===== src/rtl/pc_unit.sv =====
// Program counter register and IDLE/RUN/HALT sequencer; drives instruction ROM addressing.
// Latency: control inputs sampled on a rising edge, new pc/running/done visible after that edge.
// Backpressure: stall holds pc, FSM and return stack; no input-to-output combinational paths.
//
// Ports: clk/rst_n (async active-low), start, stall, halt, branch_en, abs_jump,
//        target[7:0] (signed jump value), call, ret -> pc[PW-1:0], running, done, ras_err.
// Optional feature macro: PC_RAS_EN builds the return-address stack (call/ret, ras_err).
// Without it, call/ret are ignored and ras_err is tied low.
module pc_unit #(
    parameter int PW         = 10,
    parameter int START_ADDR = 0,
    parameter int RAS_DEPTH  = 4
) (
    input  logic          clk,
    input  logic          rst_n,
    input  logic          start,
    input  logic          stall,
    input  logic          halt,
    input  logic          branch_en,
    input  logic          abs_jump,
    input  logic [7:0]    target,
    input  logic          call,
    input  logic          ret,
    output logic [PW-1:0] pc,
    output logic          running,
    output logic          done,
    output logic          ras_err
);

    typedef enum logic [1:0] {
        ST_IDLE = 2'd0,
        ST_RUN  = 2'd1,
        ST_HALT = 2'd2
    } state_t;

    localparam logic [PW-1:0] START_PC = PW'(START_ADDR);

    state_t        state_q, state_d;
    logic [PW-1:0] pc_q, pc_d;
    logic          running_q, running_d;
    logic          done_q, done_d;

    logic [PW-1:0] pc_inc;
    logic [PW-1:0] pc_jmp;

    // Absolute jumps zero-extend the 8-bit table value; relative jumps sign-extend it.
    // Both wrap silently modulo 2^PW.
    assign pc_inc = pc_q + PW'(1);
    assign pc_jmp = abs_jump ? PW'(target) : (pc_q + PW'($signed(target)));

`ifdef PC_RAS_EN
    localparam int AW = (RAS_DEPTH > 1) ? $clog2(RAS_DEPTH) : 1;
    localparam int CW = AW + 1;

    // Circular stack: ptr_q is the next write slot, cnt_q the number of live entries.
    // When full, a push overwrites the slot at ptr_q, which holds the oldest entry.
    logic [PW-1:0] ras_q [RAS_DEPTH];
    logic [AW-1:0] ptr_q, ptr_d;
    logic [CW-1:0] cnt_q, cnt_d;
    logic          err_q, err_d;
    logic          do_push;
    logic [AW-1:0] ptr_dec;
    logic          stk_empty;
    logic          stk_full;

    assign ptr_dec   = ptr_q - AW'(1);
    assign stk_empty = (cnt_q == '0);
    assign stk_full  = (cnt_q == CW'(RAS_DEPTH));
    assign ras_err   = err_q;
`else
    assign ras_err   = 1'b0;
    wire   unused_ras_inputs = &{1'b0, call, ret};
`endif

    always_comb begin
        state_d = state_q;
        pc_d    = pc_q;
        done_d  = 1'b0;
`ifdef PC_RAS_EN
        ptr_d   = ptr_q;
        cnt_d   = cnt_q;
        err_d   = err_q;
        do_push = 1'b0;
`endif
        case (state_q)
            ST_IDLE, ST_HALT: begin
                // start restarts from START_ADDR with an empty stack; ras_err is kept
                if (start) begin
                    state_d = ST_RUN;
                    pc_d    = START_PC;
`ifdef PC_RAS_EN
                    ptr_d   = '0;
                    cnt_d   = '0;
`endif
                end
            end
            ST_RUN: begin
                if (stall) begin
                    // hold everything, halt included
                end else if (halt) begin
                    state_d = ST_HALT;
                    done_d  = 1'b1;
`ifdef PC_RAS_EN
                end else if (ret) begin
                    // ret has priority over call when both are asserted
                    if (stk_empty) begin
                        pc_d  = pc_inc;
                        err_d = 1'b1;
                    end else begin
                        pc_d  = ras_q[ptr_dec];
                        ptr_d = ptr_dec;
                        cnt_d = cnt_q - CW'(1);
                    end
                end else if (call) begin
                    do_push = 1'b1;
                    ptr_d   = ptr_q + AW'(1);
                    if (stk_full) begin
                        err_d = 1'b1;
                    end else begin
                        cnt_d = cnt_q + CW'(1);
                    end
                    pc_d = pc_jmp;
`endif
                end else if (branch_en) begin
                    pc_d = pc_jmp;
                end else begin
                    pc_d = pc_inc;
                end
            end
            default: begin
                state_d = ST_IDLE;
                pc_d    = START_PC;
            end
        endcase
        running_d = (state_d == ST_RUN);
    end

    always_ff @(posedge clk or negedge rst_n) begin
        if (!rst_n) begin
            state_q   <= ST_IDLE;
            pc_q      <= START_PC;
            running_q <= 1'b0;
            done_q    <= 1'b0;
`ifdef PC_RAS_EN
            ptr_q     <= '0;
            cnt_q     <= '0;
            err_q     <= 1'b0;
`endif
        end else begin
            state_q   <= state_d;
            pc_q      <= pc_d;
            running_q <= running_d;
            done_q    <= done_d;
`ifdef PC_RAS_EN
            ptr_q     <= ptr_d;
            cnt_q     <= cnt_d;
            err_q     <= err_d;
`endif
        end
    end

`ifdef PC_RAS_EN
    // Stack storage needs no reset: entries are only read after being pushed.
    always_ff @(posedge clk) begin
        if (do_push) begin
            ras_q[ptr_q] <= pc_inc;
        end
    end
`endif

    assign pc      = pc_q;
    assign running = running_q;
    assign done    = done_q;

endmodule


===== config.mk =====
export PLATFORM = sky130hd
export DESIGN_NAME = pc_unit
export DESIGN_NICKNAME = d
export VERILOG_FILES = /design/src/rtl/pc_unit.sv
export SDC_FILE = /design/constraint.sdc
export NUM_CORES = 1
export LEC_CHECK = 0
export CORE_MARGIN = 4
export CORE_UTILIZATION = 41
export CTS_CLUSTER_DIAMETER = 150
export DETAILED_ROUTE_END_ITERATION = 16
export PLACE_DENSITY = 0.72
export SLEW_MARGIN = 0
export SYNTH_ARGS = -nofsm -noshare
export SYNTH_HDL_FRONTEND = slang
export SYNTH_SLANG_ARGS = --single-unit

===== constraint.sdc =====
create_clock -name clk -period 1.88 [get_ports clk]
set_clock_uncertainty 0.15 [all_clocks]
set_input_delay 0.282 -clock clk [delete_from_list [all_inputs] [get_ports clk]]
set_output_delay 0.282 -clock clk [all_outputs]
set_load 0.1 [all_outputs]

-- Yosys cells after proc, flatten, opt, wreduce, memory -nomap -nowiden
Cells that the tools add are included.
- logic and storage cells: 28
- flip-flop bits (word level): 14
- RAM bits: 0
- latch bits: 0
- memories kept: 0
- output and inout port bits: 13
- input bits: 17
- bits in read-only memories: 0
- bitwise operators: 0
- muxes and demuxes: 13
- divide/modulo/power cells: 0
- eq/ne operators: 6
- reduce and logical (&&, ||, !) cells: 3
- $mul: 0
- shift-type cells: 0
- add/subtract/negate cells: 2
- magnitude comparators: 0
- operators by type and width (kind ; count):
    10-bit two-way mux ; 5
    10-bit case mux with 2 select lines ; 1
    10-bit by 1-bit adder with 10-bit output, second input constant ; 1
    10-bit adder ; 1
    2-bit two-way mux ; 3
    2-bit inequality test, second input constant ; 3
    2-bit by 1-bit equality test with 1-bit output, second input constant ; 2
    2-bit case mux with 2 select lines ; 1
    1-bit two-way mux ; 3
    3-bit AND reduction ; 1
    2-bit equality test, second input constant ; 1
    2-bit logical NOT ; 1
    2-bit OR reduction ; 1

-- Longest topological paths before layout
- depth after elaboration: 6
- gate-level depth with buffers: 9
- gate-level depth less buffers: 9

-- Worst setup path before layout
Ideal clock, no wire load.
- path kind: register -> register
- from: register pc_q[0], in the netlist pc[0]
- to: register pc_q[6], in the netlist pc[6]
- clock period less this slack: 2.787 ns
- data required time: 1.663 ns
- path slack: -0.907 ns
- stages on the path, launching flop included: 10
- setup time: 0.067 ns
- path buffers: 0
- data arrival time: 2.571 ns
- cell sequence: dfrtp_1 -> ha_1 -> inv_1 -> fa_1 -> nand2b_1 -> a21oi_1 -> o21ai_1 -> mux2i_1 -> a211oi_1 -> a21o_1
- word-level cells in the longest chain between the ends: 6
- elaborated cells between the ends (all ways): 7
- classes of those cells: 2 x add/sub; 5 x mux
- RTL lines (element ; line ; source):
    start, declared ; 39 ; logic [PW-1:0] pc_q, pc_d;
    start signal, assigned ; 151 ; pc_q <= pc_d;
    10-bit adder ; 49 ; assign pc_jmp = abs_jump ? PW'(target) : (pc_q + PW'($signed(target)));
    10-bit two-way mux ; 49 ;
    10-bit two-way mux (*) ; 124 ; end else if (branch_en) begin
    10-bit two-way mux (*) ; 100 ; end else if (halt) begin
    10-bit two-way mux (*) ; 98 ; if (stall) begin
    10-bit case mux with 2 select lines (*) ; 85 ; case (state_q)
Every way passes the cells marked *; elsewhere a longest branch is shown, timed or not. The select of a mux whose other input is x is not followed.
A chain may end at the register's enable or synchronous reset.

-- Worst setup path after layout
- from: register pc_q[4], in the netlist pc[4]
- to: register pc_q[9], in the netlist pc[9]
Same word-level chain as after synthesis.

==> qor.yml <==
sta:
  setup_ws_ps: -257.5
  min_period_ps: 2138
  tns_ps: -1044
  setup_viol: 7
  finalHoldViolations: 0
  fmax_ghz: 0.4678
  finalMaxSlewViolations: 0
  min_period_over_period: 1.137
  rsz0062_at_grt: "true"
cells_and_area:
  fillCellCount: 232
  fin_nets: 259
  multi_input_area_um2: 1044
  drive_gt1_frac: 0.4304
  final_util: 0.7471
  area_delta_synth_final_pct: 74.85
  regArea_um2: 379.1
  insertedDiodeCount: 0
detailed_routing:
  drtIter0Drc: 105
  wl_per_cell_um: 15.51
  final_antenna_net_count: 0
  drc: 0
  routed_wl_mm: 4.250
  num_vias: 1490
  first_pass_iters: 4
  viasPerCell: 5.438
grt:
  grt_pass1_wl_mm: 7.086
  grt_use_total: 0.2169
  grt_pass1_vias: 1496
  grt_overflow: 0
  antenna_found_initial: 0
  met2_usage: 0.3716
  grt_max_degree: 15
  grt.met3_usage: 0.03339
  grt.busiest_layer: "met2"
  grt_use_met1: 0.2728
critical_path:
  crit_path_end_kind: "register"
  crit_path_start_kind: "register"
  crit_family: "simple AND/OR/NAND/NOR gates"
  path_buf_inv: 0
  slowest_stage: "dfrtp_4"
  path_class: "reg -> reg"
  path_max_fanout: 5
  slowest_delay_ps: 500
  worstPathRequired_ps: 1950
  critPathArrivalTime_ps: 2210
  path_cells: "ha_4, a21oi_2, nand2_2, a41oi_4, o22ai_2, or4_1, nand3_1"
floorplan:
  initial_utilization: 0.4273
  core_area_um2: 3028
  dieWidth_um: 64.18
  rows: 20
  die-height_um: 64.18
  ioPinCount: 30
  die_area_um2: 4118
power_and_ir_drop:
  peakVddDrop_mv: 0.4730
  powerDensity_nw_per_um2: 704.2
  leakage_nw: 0.9799
run_status:
  violations: "negative setup slack"
  outcome: "finished with violations"
synth:
  synth-seq-cells: 14
  ys_types: 44
  synth.largest_area_cell: "dfrtp_1"
  synth_fp_nets: 188
  syn_inst: 160
  ys_seq_area_frac: 0.2708
  ys_async_sr_fraction: 1.000
  synth_common_cells: "18 x nand2_1, 16 x nor2_1, 14 x dfrtp_1"
  syn_avg_cell_area_um2: 8.086
  syn_area_um2: 1294
  yosysWarnings: 0
  synth_edf_count: 0
  ys.flop_type: "dfrtp_1"
  post_synth_main_area_contributors: "dfrtp_1 27%, ha_1 9.7%, nand2_1 5.2%"
  synth.most_common_cell: "nand2_1"
  synth_top_area_frac: 0.2708
cts:
  clkSinkCount: 14
  tritoncts: "done"
  path_clk_slew_ps: 90
  cts_buffers: 3
  ctsHoldBuffers: 0
  clock_latency_ps: 290
  htreeDepth: 1
  clockBufferDepth: 2
  cts_root_buf: "clkbuf_4"
worst_hold_path:
  hold_path_class: "in -> async"
placed_design:
  place_congestion: 0.8005
  hpwl_mm: 3.315
  port_buffers: 26
run:
  maxCapViolCount: 0
power breakdown:
group          switching (W)  internal, W  total (W)  leakage [nW]
Clock               0.000107     0.000118   0.000225        0.0210
Combinational       0.000554     0.000430   0.000984         0.789
Sequential         0.0000350     0.000349   0.000384         0.170
Total               0.000696     0.000897    0.00159         0.980
sequential cells by signal, indices dropped and copies added (netlist names):
signal / count
pc: 10
state_q: 2
done: 1
running: 1
area by class of cell:
class / count / share of cell area
Clock buffer: 4 / 0.01604
Inverter: 7 / 0.01162
Multi-Input combinational cell: 134 / 0.4613
Sequential cell: 14 / 0.1676
Tap cell: 44 / 0.02434
Timing Repair Buffer: 71 / 0.3191
cells in the final DEF, fill, tap and decap left out, types with 2 or more instances in the layout:
cell type,Yosys,routed
nand2_1,18,17
ha_1,10,4
nand2b_1,4,3
ha_4,0,5
buf_6,0,2
dlygate4sd2_1,0,3
dfrtp_2,0,2
nor3_1,3,3
dfrtp_4,0,7
clkbuf_4,0,3
nor2_1,16,15
dfrtp_1,14,5
o21ai_1,8,7
a21oi_1,10,7
a21o_1,4,4
o21ai_2,0,3
o21ai_0,8,6
o211ai_1,2,2
nand3_1,8,8
mux2i_1,3,3
nor2b_1,2,2
xnor2_1,5,5
clkdlybuf4s50_1,0,11
buf_4,1,43
xor2_1,3,2
inv_1,7,6
nor3b_1,2,2
buf_12,0,12
a21oi_2,1,3
mux2_2,3,3
o311ai_1,3,3
worst paths after layout:
check | to | slack (ps) | cells after the start | startpoint
max in group asynchronous | pc[6] | 1240 | 2 | rst_n
max reg2reg | pc[9] | -260 | 7 | pc[4]
min in group clk | state_q[1] | 440 | 1 | state_q[1]
min reg2reg | state_q[1] | 440 | 1 | state_q[1]
min | pc[0] | 140 | 2 | rst_n
max | pc[9] | -260 | 7 | pc[4]
stage by stage:
stage | cells | hold WS, ps | power [W] | setup slack, ps | area (um^2)
after global placement | 266 | 388.6 | 0.001274 | -547.9 | 2120
after CTS | 271 | 143.2 | 0.001564 | -244.9 | 2215
after detailed placement | 266 | 396.4 | 0.001305 | -638.4 | 2120
final | 274 | 138.9 | 0.001593 | -257.5 | 2262
after floorplan | 160 | -163.6 | 0.0009077 | -295.1 | 1403
after global routing | 274 | 138.4 | 0.001676 | -293.2 | 2262
what timing repair did:
| item | in CTS | in global routing |
|---|---|---|
| setup buffers | 1 | 4 |
| resized for setup | 14 | 6 |
| setup endpoints to repair | 8 | 9 |
| cloned | 0 | 0 |
| pin swaps | 7 | 10 |
logic make-up after synthesis:
| kind of cell | synth area share |
|---|---|
| other | 0.002899 |
| AND/OR/NAND/NOR | 0.2340 |
| adder cells (fa/ha/maj) | 0.1122 |
| multiplexers | 0.04932 |
| flip-flops | 0.2708 |
| AO/OA/AOI/OAI | 0.2360 |
| XOR/XNOR | 0.05416 |
| buffers and inverters | 0.04062 |
layer usage:
layer  share of wire  vias up
li1                -      720
met1            0.42      693
met2            0.49       64
met3           0.072       13
met4           0.026        0
met5               0        -
No activity file was read; power rests on OpenSTA's default activity.
==> edit (same flow settings) <==
Add a define of `PC_RAS_EN`.
--- a/src/rtl/pc_unit.sv
+++ b/src/rtl/pc_unit.sv
@@ -6,6 +6,8 @@
 //        target[7:0] (signed jump value), call, ret -> pc[PW-1:0], running, done, ras_err.
 // Optional feature macro: PC_RAS_EN builds the return-address stack (call/ret, ras_err).
 // Without it, call/ret are ignored and ras_err is tied low.
+`define PC_RAS_EN
+
 module pc_unit #(
     parameter int PW         = 10,
     parameter int START_ADDR = 0,
Function: changed (a bounded check fails within 4 cycles, from zero or initial values and one cycle with rst_n low).
==> edit against the unedited design <==
The run still ends with setup timing left; cell area is 120% higher; power grew to 4.3 times the old value; worst setup slack worse by 96 ps; sequential cell count is 46 higher; area after synthesis grew to 2.5 times the old value; clock power grew to 5.1 times the old value; routed wire length is 100% higher; final cell count is 79% higher; critical endpoint is now pc[6]; largest power group unchanged.
==> edit: results (changes against the unedited design) <==
[status]
status = finished with violations
violations = setup timing

[grt]
grt_pass1_vias = 2768  ; +85%
grt_use_met2_pct = 31.31  ; -5.8 points
grt_pass1_wl_mm = 13.97  ; +97%
grt_max_degree = 21  ; +6
grt_usage_pct = 18.61  ; -3.1 points
use_met3_pct = 3.877  ; +0.54 points

[timing]
setup_tns_ps = -2047  ; -1003 ps
finalSetupViolCount = 11  ; +4
setup_ws_ps = -353.6  ; -96.11 ps

[route]
drt_iter0_drc = 135  ; +29%
route.met2.wl_mm = 4.481  ; +120%
vias_per_cell = 5.455  ; +0.32%
vias = 2673  ; +79%
dr_wl_met3_um = 343  ; +13%
wirelength_mm = 8.580  ; +100%

[synth]
syn_nets = 304  ; +62%
ys_types = 52  ; +18%
synthArstFlopShare_pct = 33.33  ; -67 points
synthTopCellsByCount = edfxtp_1, nand2_1, dfrtp_1, o21ai_0, nor2_1
ys_seq_area_share_pct = 51.67  ; +25 points

[clock_network]
cts_resized = 10  ; -4
clkTransAtPathRegs_ps = 70  ; -20 ps
cts_max_level = 3  ; +2
root_buffer = clkbuf_8

[placed_design]
dp_hpwl_mm = 6.429  ; +94%
gp_congestion = 0.8768  ; +9.5%
place_ws_ps = -756.6  ; -118.2 ps

[layout]
area_growth_pct = 49.16
num-multi-input-gates = 190  ; +42%
buffers = 109  ; +54%
seq_share_pct = 35.41  ; +19 points
seq_cell_count = 60  ; +46
multi_input_area_share_pct = 35.30  ; -11 points
bufAreaShareNonClock_pct = 21.60  ; -10 points
drive_gt1_share_pct = 44.59  ; +1.5 points
inv_count = 13  ; +6

[critical_path]
critPathMaxFanout = 3  ; -2
critPathArrivalTime_ps = 2340  ; +130 ps
cp_top_family = compound AO/OA/AOI/OAI gates

[power_and_ir_drop]
pg_comb_mw = 3.85  ; +290%
p_leak_nw = 1.961  ; +100%
irDropWorstVdd_mv = 1.040  ; +120%
power_density_nw_per_um2 = 1403  ; +99%

-- edit: changes by cell type in the layout (fill, tap and decap cells not counted), moves of 5 or more --
| cell | change |
|---|---|
| clkbuf_8 | +8 |
| mux4_2 | +10 |
| o31ai_1 | +6 |
| edfxtp_1 | +40 |
| buf_4 | +31 |
| inv_1 | +5 |
| nand3_1 | -5 |
| o22ai_1 | +5 |
-- edit: kinds of logic after synthesis --
kind of cell,synth area share (%)
compound gates,16.07
simple gates,11.78
flops,51.67
fa+ha+maj,6.535
xor+xnor,3.191
mux,8.093
buf+inv,2.659
-- edit: worst paths after layout --
kind                            from  endpoint  slack, ps
max                            pc[0]     pc[6]       -350
min                            rst_n     pc[0]        160
max reg2reg                    pc[0]     pc[6]       -350
min reg2reg                  ras_err   ras_err        410
max in group asynchronous      rst_n     pc[7]       1160
min in group clk           target[3]     pc[3]        370
